## src/rtl/core_coproc_exec_if.sv

```systemverilog
// Coprocessor register bus: one request at a time, accepted by ready with
// read data and error returned in the same cycle.
interface core_coproc_exec_if;
    logic        valid;
    logic        write;
    logic [13:0] addr;
    logic [31:0] wdata;
    logic        ready;
    logic [31:0] rdata;
    logic        error;

    modport master (
        output valid, write, addr, wdata,
        input  ready, rdata, error
    );

    modport slave (
        input  valid, write, addr, wdata,
        output ready, rdata, error
    );
endinterface

```

## src/rtl/core_coproc_exec.sv

```systemverilog
// Execute stage for MCR/MRC: runs one coprocessor bus transfer per issue,
// stalls the core meanwhile and reports writeback, flag update or undefined trap.
module core_coproc_exec #(
    parameter int CP_NUM  = 15,
    parameter int TIMEOUT = 16
) (
    input  logic        clk,
    input  logic        rst,
    input  logic        start,
    input  logic [3:0]  cp_num,
    input  logic [3:0]  crn,
    input  logic [3:0]  crm,
    input  logic [2:0]  op1,
    input  logic [2:0]  op2,
    input  logic        load,
    input  logic [3:0]  rd,
    input  logic [31:0] wdata,
    input  logic        flush,
    output logic        busy,
    output logic        done,
    output logic        undefined,
    output logic [3:0]  rd_out,
    output logic        writeback,
    output logic        update_flags,
    output logic [31:0] result,
    output logic [3:0]  flags,
    core_coproc_exec_if.master bus
);
    localparam int CW = (TIMEOUT > 2) ? $clog2(TIMEOUT) : 1;

    typedef enum logic [1:0] {IDLE, REQ, DONE} state_t;

    state_t        state_reg;
    logic [CW-1:0] cnt_reg;
    logic          load_reg;
    logic          squash_reg;
    logic          busy_reg;
    logic          done_reg;
    logic          undefined_reg;
    logic          writeback_reg;
    logic          update_flags_reg;
    logic [3:0]    rd_out_reg;
    logic [31:0]   result_reg;
    logic          valid_reg;
    logic          write_reg;
    logic [13:0]   addr_reg;
    logic [31:0]   wdata_reg;
    logic          squash_next;

    // A flush seen in the acceptance cycle itself must still squash the completion.
    assign squash_next = squash_reg | flush;

    always_ff @(posedge clk) begin
        if (rst) begin
            state_reg        <= IDLE;
            cnt_reg          <= '0;
            load_reg         <= 1'b0;
            squash_reg       <= 1'b0;
            busy_reg         <= 1'b0;
            done_reg         <= 1'b0;
            undefined_reg    <= 1'b0;
            writeback_reg    <= 1'b0;
            update_flags_reg <= 1'b0;
            rd_out_reg       <= '0;
            result_reg       <= '0;
            valid_reg        <= 1'b0;
            write_reg        <= 1'b0;
            addr_reg         <= '0;
            wdata_reg        <= '0;
        end else begin
            case (state_reg)
                IDLE: begin
                    done_reg         <= 1'b0;
                    undefined_reg    <= 1'b0;
                    writeback_reg    <= 1'b0;
                    update_flags_reg <= 1'b0;
                    squash_reg       <= 1'b0;
                    if (start && !flush) begin
                        load_reg   <= load;
                        rd_out_reg <= rd;
                        write_reg  <= ~load;
                        addr_reg   <= {op1, crn, crm, op2};
                        wdata_reg  <= wdata;
                        cnt_reg    <= '0;
                        if (cp_num != 4'(CP_NUM)) begin
                            state_reg     <= DONE;
                            done_reg      <= 1'b1;
                            undefined_reg <= 1'b1;
                        end else begin
                            state_reg <= REQ;
                            valid_reg <= 1'b1;
                            busy_reg  <= 1'b1;
                        end
                    end
                end
                REQ: begin
                    squash_reg <= squash_next;
                    if (bus.ready) begin
                        state_reg        <= DONE;
                        valid_reg        <= 1'b0;
                        busy_reg         <= 1'b0;
                        if (load_reg)
                            result_reg <= bus.rdata;
                        done_reg         <= ~squash_next;
                        undefined_reg    <= bus.error & ~squash_next;
                        writeback_reg    <= load_reg & (rd_out_reg != 4'd15) & ~bus.error & ~squash_next;
                        update_flags_reg <= load_reg & (rd_out_reg == 4'd15) & ~bus.error & ~squash_next;
                    end else if (cnt_reg == CW'(TIMEOUT - 1)) begin
                        state_reg     <= DONE;
                        valid_reg     <= 1'b0;
                        busy_reg      <= 1'b0;
                        done_reg      <= ~squash_next;
                        undefined_reg <= ~squash_next;
                    end else begin
                        cnt_reg <= cnt_reg + 1'b1;
                    end
                end
                DONE: begin
                    state_reg        <= IDLE;
                    done_reg         <= 1'b0;
                    undefined_reg    <= 1'b0;
                    writeback_reg    <= 1'b0;
                    update_flags_reg <= 1'b0;
                end
                default: state_reg <= IDLE;
            endcase
        end
    end

    assign busy         = busy_reg;
    assign done         = done_reg;
    assign undefined    = undefined_reg;
    assign writeback    = writeback_reg;
    assign update_flags = update_flags_reg;
    assign rd_out       = rd_out_reg;
    assign result       = result_reg;
    assign bus.valid    = valid_reg;
    assign bus.write    = write_reg;
    assign bus.addr     = addr_reg;
    assign bus.wdata    = wdata_reg;

    generate
        for (genvar gi = 0; gi < 4; gi++) begin : g_flags
            assign flags[gi] = result_reg[28 + gi];
        end
    endgenerate
endmodule
```

## src/flat_wrapper.sv

```systemverilog
// flat-port wrapper written by rule: the top's interface ports become plain ports
module core_coproc_exec_flat 
#(
    parameter int CP_NUM  = 15,
    parameter int TIMEOUT = 16
)
  (clk, rst, start, cp_num, crn, crm, op1, op2, load, rd, wdata, flush, busy, done, undefined, rd_out, writeback, update_flags, result, flags, bus_valid, bus_write, bus_addr, bus_wdata, bus_ready, bus_rdata, bus_error);
  core_coproc_exec_if bus_i ();
  input  logic clk;
  input  logic rst;
  input  logic start;
  input  logic [3:0] cp_num;
  input  logic [3:0] crn;
  input  logic [3:0] crm;
  input  logic [2:0] op1;
  input  logic [2:0] op2;
  input  logic load;
  input  logic [3:0] rd;
  input  logic [31:0] wdata;
  input  logic flush;
  output logic busy;
  output logic done;
  output logic undefined;
  output logic [3:0] rd_out;
  output logic writeback;
  output logic update_flags;
  output logic [31:0] result;
  output logic [3:0] flags;
  output wire logic [$bits(bus_i.valid)-1:0] bus_valid;
  output wire logic [$bits(bus_i.write)-1:0] bus_write;
  output wire logic [$bits(bus_i.addr)-1:0] bus_addr;
  output wire logic [$bits(bus_i.wdata)-1:0] bus_wdata;
  input wire logic [$bits(bus_i.ready)-1:0] bus_ready;
  input wire logic [$bits(bus_i.rdata)-1:0] bus_rdata;
  input wire logic [$bits(bus_i.error)-1:0] bus_error;
  assign bus_valid = bus_i.valid;
  assign bus_write = bus_i.write;
  assign bus_addr = bus_i.addr;
  assign bus_wdata = bus_i.wdata;
  assign bus_i.ready = bus_ready;
  assign bus_i.rdata = bus_rdata;
  assign bus_i.error = bus_error;
  core_coproc_exec #(.CP_NUM(CP_NUM), .TIMEOUT(TIMEOUT)) u_core (.clk(clk), .rst(rst), .start(start), .cp_num(cp_num), .crn(crn), .crm(crm), .op1(op1), .op2(op2), .load(load), .rd(rd), .wdata(wdata), .flush(flush), .busy(busy), .done(done), .undefined(undefined), .rd_out(rd_out), .writeback(writeback), .update_flags(update_flags), .result(result), .flags(flags), .bus(bus_i));
endmodule
```

## config.mk

```make
export PLATFORM = sky130hd
export DESIGN_NAME = core_coproc_exec_flat
export DESIGN_NICKNAME = d
export VERILOG_FILES = /design/src/rtl/core_coproc_exec_if.sv /design/src/rtl/core_coproc_exec.sv /design/src/flat_wrapper.sv
export SDC_FILE = /design/constraint.sdc
export NUM_CORES = 1
export LEC_CHECK = 0
export CORE_ASPECT_RATIO = 1.2
export CORE_UTILIZATION = 30
export DETAILED_ROUTE_END_ITERATION = 8
export GPL_TIMING_DRIVEN = 0
export SLEW_MARGIN = 20
export SYNTH_ARGS = -nofsm -noshare
export SYNTH_HDL_FRONTEND = slang
export SYNTH_SLANG_ARGS = --single-unit
```

## constraint.sdc

```tcl
create_clock -name clk -period 2.32 [get_ports clk]
set_input_delay 0.348 -clock clk [delete_from_list [all_inputs] [get_ports clk]]
set_output_delay 0.348 -clock clk [all_outputs]
set_load 0.02 [all_outputs]
```

==> results_dict.tcl <==
set metrics [dict create \
    clk_pin_slew_worst_paths_ps 60 \
    postPlaceCellArea_mm2 0.00568 \
    cap_violations 0 \
    nFillCells 1166 \
    layout_common_cells "185 x clkdlybuf4s50_1, 173 x nand2_1, 96 x dfxtp_1" \
    vias 3686 \
    status "finished clean" \
    synth_area_mm2 0.00363 \
    max_freq_mhz 510 \
    drv_slew 0 \
    criticalPathCategory "reg -> reg" \
    cp_common_cell "buf_2" \
    r2r_setup_slack_ps 360 \
    holdBufCountCts 0 \
    drt-wirelength-per-cell_um 13.2 \
    fin_crit_sh 0.845 \
    setup-tns-final_ps 0 \
    postSynthCellCount 457 \
    synth_seq_area_share 0.530 \
    fin_skew_ps 5.41 \
    routabilityCongestion 0.782 \
    antenna_found_initial 0 \
    cts_resized 0 \
    postRouteAntennaNets 0 \
    grtUsageTotal 0.171 \
    design.die.area_mm2 0.0125 \
    dpl.hpwl_um 8350 \
    reg2reg_depth 8 \
    fp.coreArea_mm2 0.0117 \
    grt_start_max_net_pins 17 \
    crit_start "u_core.state_reg[0]$_SDFFE_PP0P_" \
    die_h_um 122 \
    final_common_cell "clkdlybuf4s50_1" \
    n_antenna_cell 0 \
    r2r_end "u_core.bus.wdata[12]$_SDFFE_PP0P_" \
    clock_sinks 96 \
    p_leak_nw 2.12 \
    slowest_stage "nor2_1" \
    grt_pass1_wl_um 16700 \
    drt-total-wl_um 10700 \
    grt_pass1_vias 3603 \
    peakVddDrop_v 0.000352 \
    numCtsBuffers 9 \
    setup_viol 0 \
    drtIter0Drc 126 \
    cp_cell_sequence "inv_1 -> ha_1 -> buf_2 -> inv_2 -> nor2_1 -> buf_2 -> nand2_1 -> a21oi_1" \
    rr_startpoint "u_core.state_reg[0]$_SDFFE_PP0P_" \
    final_cell_area_mm2 0.00601 \
    cp_slowest_stage_delay_ps 490 \
    grt-ovfl-total 0 \
    port-buffer-count 185 \
    placementRows 43 \
    power_density_mw_per_mm2 643 \
    via_per_inst 4.52 \
    max_slew.worst_pin.slew_ps 622 \
    fin_crit_ps 1960 \
    critPathMaxFanout 10 \
    hold_path_class "reg -> reg" \
    cp-endpoint "u_core.bus.wdata[12]$_SDFFE_PP0P_" \
    finalHoldViolCount 0 \
    area_growth_pct 65.6 \
    synth_nets 555 \
    pin_count 186 \
    synth_cell_types 39 \
    cts_tree "done" \
    clkLatencyLatePin_ps 330 \
    h-tree-depth 3 \
    route.detailed.drc 0 \
    endpoint_kind "register" \
    synth-warning-count 0 \
    seq_area_mm2 0.00192 \
    die_x_um 102 \
    rsz0062_at_grt "false" \
    dr.pass1.iters 4 \
    nets 751 \
    crit_required_ps 2580 \
    cts-root-buf "clkbuf_16" \
    start_kind "register" \
    synth_seq_cells 96 \
    crit_arrival_ps 2220 \
    final_util 0.515 \
    final_layout_size_suffix_gt1_frac 0.0547 \
    post_cts_buffers 0 \
    multi_input_area_mm2 0.00152 \
    clockBufferDepth 2 \
    relSlewSlack 0.585 \
    initial_utilization 0.311 \
    whs_ps 451 \
    postSynthAreaPerCell_um2 7.94 \
]
[synth_stat cells, drive strengths merged]
cell type	number	share of area
or3	2	0.0034
a21oi	92	0.13
and4	2	0.0048
and2	1	0.0017
and4b	1	0.0028
and2b	1	0.0024
a21boi	3	0.0093
nor2	8	0.0083
nand3	6	0.0097
and3	1	0.0017
o31ai	2	0.0041
o211ai	2	0.0041
a31oi	1	0.0017
inv	6	0.0062
o32ai	1	0.0024
nand2	173	0.18
o311a	1	0.0028
a221oi	1	0.0024
nor3	2	0.0028
nand3b	2	0.0041
nand2b	2	0.0055
buf	15	0.026
o21ai	6	0.0083
a22oi	1	0.0021
ha	5	0.017
o2111ai	1	0.0024
or2	1	0.0017
clkbuf	19	0.020
dfxtp	96	0.53
nor2b	1	0.0017
nor4bb	1	0.0028
or4	1	0.0021
[worst min path at each step]
stage,start,endpoint,slack [ps],depth (start not counted)
6_report,u_core.result[3]$_SDFFE_PP0P_,u_core.result[3]$_SDFFE_PP0P_,450,2
3_3_place_gp,u_core.result[16]$_SDFFE_PP0P_,u_core.result[16]$_SDFFE_PP0P_,440,2
5_1_grt,u_core.bus.wdata[9]$_SDFFE_PP0P_,u_core.bus.wdata[9]$_SDFFE_PP0P_,470,2
3_5_place_dp,u_core.result[16]$_SDFFE_PP0P_,u_core.result[16]$_SDFFE_PP0P_,450,2
4_1_cts,u_core.result[16]$_SDFFE_PP0P_,u_core.result[16]$_SDFFE_PP0P_,450,2
2_1_floorplan,u_core.load_reg$_SDFFE_PP0P_,u_core.load_reg$_SDFFE_PP0P_,450,2
[report_power, final]
group / internal, mW / switching [mW] / total (mW)
clock network: 0.977 / 0.616 / 1.59
logic: 0.285 / 0.251 / 0.536
registers: 1.70 / 0.0312 / 1.73
total: 2.97 / 0.898 / 3.86
[worst max-delay path, delay by kind of cell (launching register included)]
family                   cells  cell delay (ps)
adder cells (fa/ha/maj)      1              130
AND/OR/NAND/NOR              2              570
buffers and inverters        4              690
flip-flops                   1              350
AO/OA/AOI/OAI                1              140
[per-layer routing]
metal	global-route usage	routed length, um	vias up
met1	0.186	4280	1648
met2	0.305	5280	133
li1	-	-	1889
met3	0.0558	984	16
met4	0.0634	174	0
met5	0	0	-
[per-stage QoR]
step / cells / setup WS, ps / total power, mW
2_1_floorplan: 457 / 637 / 2.00
3_3_place_gp: 799 / 100 / 2.30
3_5_place_dp: 799 / 87.9 / 2.31
4_1_cts: 815 / 318 / 3.93
5_1_grt: 815 / 127 / 4.03
6_report: 815 / 360 / 3.86
[cells by family (layout without fill, tap and decap cells)]
group | Yosys count | after routing | share of synthesized area
buffers and inverters | 40 | 241 | 0.0517
AND/OR/NAND/NOR | 205 | 205 | 0.235
AO/OA/AOI/OAI | 111 | 111 | 0.167
adder cells (fa/ha/maj) | 5 | 5 | 0.0172
flip-flops | 96 | 96 | 0.530
[layout make-up]
cell class,instances,area share
Sequential cell,96,0.320
Timing Repair Buffer,185,0.308
Multi-Input combinational cell,321,0.253
Clock buffer,10,0.0398
Tap cell,157,0.0327
Buffer,34,0.0275
Clock inverter,6,0.0154
Inverter,6,0.00375
No activity file was read; power rests on OpenSTA's default activity.
